--- src/rtl/control_sequencer.sv ---
// Control-unit sequencer: FETCH -> EXEC(state 0..3), drives the selected class decoder's control word.
// Optional retire counter/pulse ports when CTRL_SEQ_RETIRE_CNT_EN is defined.
module control_sequencer #(
  parameter logic [32:0] FETCH_CW        = 33'h000000010,
  parameter int          MAX_EXEC_CYCLES = 4
) (
  input  logic          clock,
  input  logic          reset,
  input  logic          stall,
  input  logic          instr_valid,
  input  logic [31:0]   instr_in,
  input  logic [263:0]  cw_bank_in,
  input  logic [4:0]    status_in,
  output logic [32:0]   cw_out,
  output logic [31:0]   instr_out,
  output logic [1:0]    state_out,
  output logic [4:0]    status_out,
  output logic [2:0]    class_out,
  output logic          fetch_phase,
  output logic          fault
`ifdef CTRL_SEQ_RETIRE_CNT_EN
  , output logic        retire_pulse,
  output logic [31:0]   retire_count
`endif
);

  typedef enum logic {FETCH, EXEC} phase_t;

  // Write-type fields suppressed while stalled: RF write, RAM write, PC FS, status load.
  localparam logic [32:0] STALL_MASK = 33'h0_0000_02B4;
  localparam logic [2:0]  CNT_LAST   = 3'(MAX_EXEC_CYCLES - 1);

  phase_t      phase, phase_nxt;
  logic [31:0] ir, ir_nxt;
  logic [1:0]  st, st_nxt;
  logic [4:0]  sr, sr_nxt;
  logic [2:0]  cnt, cnt_nxt;
  logic        flt, flt_nxt;
  logic [32:0] cw_raw;
  logic [8:0]  bank_base;

  assign bank_base = 9'(ir[28:26]) * 9'd33;

  always_ff @(posedge clock) begin
    if (reset) begin
      phase <= FETCH;
      ir    <= '0;
      st    <= '0;
      sr    <= '0;
      cnt   <= '0;
      flt   <= 1'b0;
    end else begin
      phase <= phase_nxt;
      ir    <= ir_nxt;
      st    <= st_nxt;
      sr    <= sr_nxt;
      cnt   <= cnt_nxt;
      flt   <= flt_nxt;
    end
  end

  always_comb begin
    phase_nxt = phase;
    ir_nxt    = ir;
    st_nxt    = st;
    sr_nxt    = sr;
    cnt_nxt   = cnt;
    flt_nxt   = flt;
    cw_raw    = '0;
    case (phase)
      FETCH: begin
        cw_raw = instr_valid ? FETCH_CW : '0;
        if (instr_valid && !stall) begin
          ir_nxt    = instr_in;
          st_nxt    = '0;
          cnt_nxt   = '0;
          phase_nxt = EXEC;
        end
      end
      EXEC: begin
        cw_raw = cw_bank_in[bank_base +: 33];
        if (!stall) begin
          if (cw_raw[2]) sr_nxt = status_in;
          if (cw_raw[1:0] == 2'b00) begin
            phase_nxt = FETCH;
            st_nxt    = '0;
          end else if (cnt == CNT_LAST) begin
            // Watchdog: instruction never reached NS=0 within the budget.
            phase_nxt = FETCH;
            st_nxt    = '0;
            flt_nxt   = 1'b1;
          end else begin
            st_nxt  = cw_raw[1:0];
            cnt_nxt = cnt + 3'd1;
          end
        end
      end
      default: ;
    endcase
  end

  assign cw_out      = stall ? (cw_raw & ~STALL_MASK) : cw_raw;
  assign instr_out   = ir;
  assign state_out   = st;
  assign status_out  = sr;
  assign class_out   = ir[28:26];
  assign fetch_phase = (phase == FETCH);
  assign fault       = flt;

`ifdef CTRL_SEQ_RETIRE_CNT_EN
  logic retire;
  assign retire = (phase == EXEC) && !stall && (cw_raw[1:0] == 2'b00);

  always_ff @(posedge clock) begin
    if (reset) begin
      retire_pulse <= 1'b0;
      retire_count <= '0;
    end else begin
      retire_pulse <= retire;
      if (retire) retire_count <= retire_count + 32'd1;
    end
  end
`endif

endmodule

--- config.mk ---
export PLATFORM = sky130hd
export DESIGN_NAME = control_sequencer
export DESIGN_NICKNAME = d
export VERILOG_FILES = /design/src/rtl/control_sequencer.sv
export SDC_FILE = /design/constraint.sdc
export NUM_CORES = 1
export LEC_CHECK = 0
export ABC_AREA = 1
export CELL_PAD_IN_SITES_DETAIL_PLACEMENT = 1
export CELL_PAD_IN_SITES_GLOBAL_PLACEMENT = 2
export CORE_UTILIZATION = 14
export DETAILED_ROUTE_END_ITERATION = 7
export PLACE_DENSITY = 0.85
export SLEW_MARGIN = 20
export SYNTH_ARGS = -nofsm -noshare
export SYNTH_HDL_FRONTEND = slang
export SYNTH_SLANG_ARGS = --single-unit
--- constraint.sdc ---
create_clock -name clock -period 4.43 [get_ports clock]
set_input_delay 0.6645 -clock clock [delete_from_list [all_inputs] [get_ports clock]]
set_output_delay 0.6645 -clock clock [all_outputs]
set_load 0.01 [all_outputs]
==> impl_metrics.yaml, run 1 <==
timing:
  fin_crit_ns: 3.638
  fmax_mhz: 274.9
  skew_ns: 0.006639
  worstMarginPinSlew_ns: 0.7002
  tns_ns: 0
  hold_violations: 0
  slew_headroom: 0.5326
  hold_ws_ns: 0.4796
  slew_violations: 0
  rsz0062_at_grt: "no"
  setup_viol: 0
  period_share: 0.8212
detailed_routing:
  vias: 6231
  viasPerCell: 4.348
  drt_first_iter_violations: 248
  drcViolationCount: 0
  detail-route-antenna-nets: 0
  first_pass_iters: 4
  wire_per_inst_um: 17.75
  drt_wl_total_mm: 25.44
logic_synthesis:
  syn_nets: 1024
  synth_cells: 717
  synthTopCellsByArea: "nor2_1, dfxtp_1, o21ai_0"
  synth_seq_cells: 44
  ys_types: 33
  ys_warn_count: 0
  seq_area_frac_synth: 0.2187
  yosys.area.top_type: "nor2_1"
  synth_area_mm2: 0.004028
  yosys.area.top_type_share: 0.2321
  syn_area_per_cell_um2: 5.617
worst_setup_path:
  reg2reg_slack_ns: 2.18
  crit_path_cell_trace: "buf_12, nor2_1, o22ai_1, o21ai_0, a31oi_1, clkdlybuf4s50_1"
  crit_slowest_cell: "dfxtp_4"
  path_class: "reg -> out"
  arrival_ns: 2.97
  cp.required_ns: 3.77
  worst_r2r_path_depth: 7
  crit_path_end_kind: "output port"
  critPathMaxStageDelay_ns: 0.75
  worstSetupStartpointType: "flop"
  r2r-end: "status_out[0]"
  r2r-start: "instr_out[26]"
  cp_max_fo: 80
pwr:
  powerDensity_mw_per_mm2: 191.4
  max-vdd-ir-drop_uv: 233.7
  p_leak_nw: 3.098
  totalPowerFinal_w: 0.001583
global_routing:
  grt_antenna_before_repair: 3
  grtUsageTotal: 0.1628
  grt_max_degree: 81
  overflow: 0
  grt_pass1_wl_mm: 36.96
  grt_pass1_vias: 6507
final_layout:
  multi_input_comb_area_mm2: 0.002710
  finish.utilization: 0.2952
  final_layout_size_suffix_gt1_frac: 0.03992
  synthToLayoutAreaGrowth_pct: 105.3
  nNetsFinal: 1358
  n_fill_cell: 3543
  seq_area_um2: 885.9
worst_hold_path:
  min_to: "status_out[3]"
  min-delay-start: "status_out[3]"
  worstHoldPathCells: 2
  holdCritPathClass: "reg -> reg"
die:
  start_util: 0.1438
  core_mm2: 0.02801
  ioPinCount: 382
  die_w_um: 171.6
  die-height_um: 171.6
  rows: 61
  dieArea_mm2: 0.02945
clocking:
  cts_tree: "yes"
  holdBufCountCts: 0
  clock_latency_ns: 0.29
  cts_sinks: 44
  cts_root_buffer: "clkbuf_16"
  clkSlewWorstSetupHoldPaths_ns: 0.07
  cts_made_buffers: 5
  cts_max_level: 2
  post_cts_resized: 0
  post_cts_buffers: 0
  cts_buffer_depth: 2
flow_run:
  cap_violations: 0
placement:
  place.gp.congestion: 0.7823
  dp_hpwl_mm: 19.14
  port-buffer-count: 381
status:
  status: "complete, no violations"
-- per-layer routing --
layer | wire length, um | up-vias | global-route usage
met3 | 2825 | 23 | 0.05108
met5 | 0 | - | 0
met1 | 10590 | 2863 | 0.1960
met2 | 11570 | 268 | 0.2794
li1 | - | 3077 | -
met4 | 442 | 0 | 0.03766
-- area by class of cell --
type                    count  share of cell area
clock buffers               6             0.01680
well taps                 378             0.05720
clock inverters             2            0.001665
multi-input cells         582              0.3278
diodes                      3           0.0009080
inverters                  26             0.01271
repair buffers            392              0.4758
flip-flops and latches     44              0.1071
-- registers in the layout, indices dropped and copies added (netlist names) --
signal	flops
instr_out	32
cnt	3
phase	1
state_out	2
status_out	5
fault	1
-- logic make-up (layout without fill, tap and decap cells) --
logic type      Yosys count  in the layout  share of synthesized area
compound gates          257            257                     0.3482
fa+ha+maj                 2              2                   0.006212
buf+inv                  91            426                     0.1084
flops                    44             44                     0.2187
mux                       1              1                   0.002485
other cells               0              3                          0
simple gates            322            322                     0.3159
-- power breakdown --
part	switching [W]	internal [W]
Clock	0.000168	0.000226
Sequential	0.0000300	0.000421
Combinational	0.000323	0.000414
Total	0.000521	0.00106
-- synth_stat cells --
cell / n
dfxtp_1: 44
nor2_4: 1
mux2i_1: 1
o211ai_2: 2
nor2_1: 249
ha_1: 2
buf_2: 20
clkinv_1: 2
a21oi_2: 5
o21ai_0: 175
inv_6: 1
a32oi_1: 1
o211ai_1: 1
clkbuf_1: 34
a21oi_1: 7
o21ai_1: 6
o22ai_1: 29
nor2_2: 2
clkbuf_2: 1
nand2_2: 5
inv_1: 22
nand3_4: 1
nand2_1: 49
nand4_1: 1
buf_8: 1
inv_4: 1
a211oi_1: 1
buf_6: 1
a31oi_1: 30
buf_4: 7
nand3_2: 1
buf_12: 1
nand3_1: 13
-- worst max path at each step --
stage | start | endpoint | slack, ns | cells after the start
after floorplan | stall | cw_out[4] | 2.29 | 6
after global placement | cw_bank_in[229] | cw_out[31] | 1.07 | 6
after detailed placement | cw_bank_in[229] | cw_out[31] | 1.09 | 6
after CTS | instr_out[26] | cw_out[31] | 0.77 | 6
after global routing | instr_out[26] | cw_out[31] | 0.57 | 6
final | instr_out[26] | cw_out[31] | 0.79 | 6
-- worst max-delay path: cells and delay by family, from the launching register on --
| kind | cells | cell delay, ns |
|---|---|---|
| and+or+nand+nor | 1 | 0.09 |
| AOI/OAI and AO/OA | 3 | 0.78 |
| DFF | 1 | 0.75 |
| buffers and inverters | 2 | 0.95 |
-- stage by stage --
step | instances | worst slack [ns] | area (um^2)
2_1_floorplan | 717 | 2.290 | 4028
3_3_place_gp | 1422 | 1.069 | 8108
3_5_place_dp | 1422 | 1.094 | 8108
4_1_cts | 1430 | 0.7728 | 8260
5_1_grt | 1430 | 0.5699 | 8260
6_report | 1433 | 0.7923 | 8268
-- layout by cell type, fill, tap and decap left out, drive strengths merged, types with 2 or more instances in the layout --
cell	count
clkbuf	6
nand3	15
o22ai	29
clkinv	2
dfxtp	44
a21oi	12
a31oi	30
o211ai	3
nor2	252
inv	26
diode	3
ha	2
nand2	54
o21ai	181
buf	11
clkdlybuf4s50	381
Note: power is estimated with default switching activity, not from simulation.
==> run 2, diff against run 1 <==
--- a/config.mk
+++ b/config.mk
@@ -8,9 +8,9 @@
 export ABC_AREA = 1
 export CELL_PAD_IN_SITES_DETAIL_PLACEMENT = 1
 export CELL_PAD_IN_SITES_GLOBAL_PLACEMENT = 2
-export CORE_UTILIZATION = 14
+export CORE_UTILIZATION = 13
 export DETAILED_ROUTE_END_ITERATION = 7
-export PLACE_DENSITY = 0.85
+export PLACE_DENSITY = 0.8
 export SLEW_MARGIN = 20
 export SYNTH_ARGS = -nofsm -noshare
 export SYNTH_HDL_FRONTEND = slang
==> constraint.sdc (replaced) <==
create_clock -name clock -period 3.75 [get_ports clock]
set_input_delay 0.5625 -clock clock [delete_from_list [all_inputs] [get_ports clock]]
set_output_delay 0.5625 -clock clock [all_outputs]
set_load 0.01 [all_outputs]
==> run 2 against run 1 <==
First-iteration DRC count down 23%. Sequential share of layout area down 0.069 points. Worst setup slack worse by 0.38 ns. Combinational power up 19%. Critical path type unchanged.
==> impl_metrics.yaml, run 2 (synthesis results as in run 1) <==
timing:
  fin_crit_ns: 3.334
  slew_violations: 0
  hold_violations: 0
  skew_ns: 0.01060
  setup_viol: 0
  period_share: 0.8890
  fmax_mhz: 300.0
  rsz0062_at_grt: "no"
  worstMarginPinSlew_ns: 0.6536
  slew_headroom: 0.5642
  tns_ns: 0
status:
  status: "complete, no violations"
global_routing:
  grt_pass1_vias: 6459
  grt_max_degree: 92
  grt_antenna_before_repair: 0
  overflow: 0
  grt_pass1_wl_mm: 36.27
  grtUsageTotal: 0.1481
worst_setup_path:
  crit_path_start: "instr_out[26]"
  cp_max_fo: 55
  crit_slowest_cell: "clkdlybuf4s50_1"
  cp.required_ns: 3.19
  r2r-start: "instr_out[26]"
  path_class: "reg -> out"
  cpLargestDelayFamily: "buffers and inverters"
  arrival_ns: 2.77
  path_common_cell: "o21ai_0"
  crit_path_cell_trace: "buf_4, o21ai_0, o22ai_1, o21ai_0, a31oi_1, clkdlybuf4s50_1"
  worstSetupStartpointType: "flop"
  r2r-end: "status_out[1]"
  cp.depth: 6
  reg2reg_slack_ns: 1.59
  crit_end: "cw_out[9]"
  critPathMaxStageDelay_ns: 0.60
  crit_path_end_kind: "output port"
  worst_r2r_path_depth: 7
  path_buf_inv: 2
final_layout:
  synthToLayoutAreaGrowth_pct: 106.6
  n_fill_cell: 3790
  finalInstanceArea_mm2: 0.008322
  nNetsFinal: 1362
  largest_reg_flops: 32
  seq_area_um2: 885.9
  multi_input_comb_area_mm2: 0.002710
  layout_common_cells: "clkdlybuf4s50_1, nor2_1, o21ai_0"
  final_common_cell: "clkdlybuf4s50_1"
  final_layout_size_suffix_gt1_frac: 0.04356
clocking:
  clock_latency_ns: 0.30
  cts_made_buffers: 5
  clkSlewWorstSetupHoldPaths_ns: 0.08
  cts_sinks: 44
  post_cts_buffers: 0
  cts_buffer_depth: 2
  cts_root_buffer: "clkbuf_16"
  holdBufCountCts: 0
  cts_max_level: 2
  post_cts_resized: 0
  cts_tree: "yes"
detailed_routing:
  vias: 6212
  viasPerCell: 4.275
  drt_first_iter_violations: 192
  drcViolationCount: 0
  wire_per_inst_um: 17.29
  drt_wl_total_mm: 25.12
  detail-route-antenna-nets: 0
  first_pass_iters: 4
die:
  ioPinCount: 382
  dieArea_mm2: 0.03169
  start_util: 0.1320
  die_w_um: 178.0
  rows: 64
  die-height_um: 178.0
  core_mm2: 0.03051
placement:
  place.gp.congestion: 0.7677
  dpl_cell_area_mm2: 0.008148
  dp_hpwl_mm: 19.13
  port-buffer-count: 381
pwr:
  powerDensity_mw_per_mm2: 233.6
  max-vdd-ir-drop_uv: 164.1
  p_leak_nw: 3.118
flow_run:
  cap_violations: 0
worst_hold_path:
  holdCritPathClass: "reg -> reg"
[run 2: changes by cell type in the layout (fill, tap and decap cells not counted), sizes merged]
cell / previous run / this run
buf: 11 / 15
diode: 3 / 1
bufinv: 0 / 1
clkbuf: 6 / 5
clkinv: 2 / 1
clkinvlp: 0 / 1
[run 2: area by class of cell]
class | instances | area share
inverters | 26 | 0.01263
flip-flops and latches | 44 | 0.1065
multi-input cells | 582 | 0.3257
diodes | 1 | 0.0003007
well taps | 396 | 0.05954
clock buffers | 5 | 0.01504
clock inverters | 3 | 0.005563
repair buffers | 396 | 0.4748
[run 2: worst min path at each step]
stage	start	to	slack (ns)	cells past startpoint
floorplan	state_out[0]	state_out[0]	0.49	2
global placement	fault	fault	0.46	2
detailed placement	state_out[1]	state_out[1]	0.47	2
CTS	state_out[1]	state_out[1]	0.48	2
global route	state_out[0]	state_out[0]	0.51	2
finish	state_out[1]	state_out[1]	0.48	2
[run 2: worst reg2reg max path, cell delays in order (launching register included)]
cell and delay, ns:
dfxtp_4 0.55, buf_4 0.59, o21ai_0 0.29, o211ai_2 0.23, nand3_4 0.14, inv_4 0.13
nand2_2 0.06, a21oi_2 0.10
[run 2: per-layer routing]
layer,vias up,routed length [um],GRT usage
met5,-,0,0
met3,19,2436,0.04668
li1,3085,-,-
met1,2858,10830,0.1818
met2,250,11570,0.2532
met4,0,283,0.02671
[run 2: where the power goes]
part	switching, W	leakage (nW)	internal [W]
combinational	0.000386	2.68	0.000491
sequential	0.0000254	0.362	0.000498
clock	0.000227	0.0804	0.000318
[run 2: stage by stage]
step / hold slack, ns / total power, W / util / setup WS (ns) / std cells
final: 0.4753 / 0.001944 / 0.2728 / 0.4162 / 1453
after global routing: 0.5093 / 0.002071 / 0.2727 / 0.1872 / 1452
after CTS: 0.4800 / 0.001980 / 0.2727 / 0.3751 / 1452
after detailed placement: 0.4668 / 0.001419 / 0.2671 / 0.7211 / 1444
after global placement: 0.4566 / 0.001414 / 0.2671 / 0.6169 / 1444
after floorplan: 0.4883 / 0.0008782 / - / 1.777 / 717
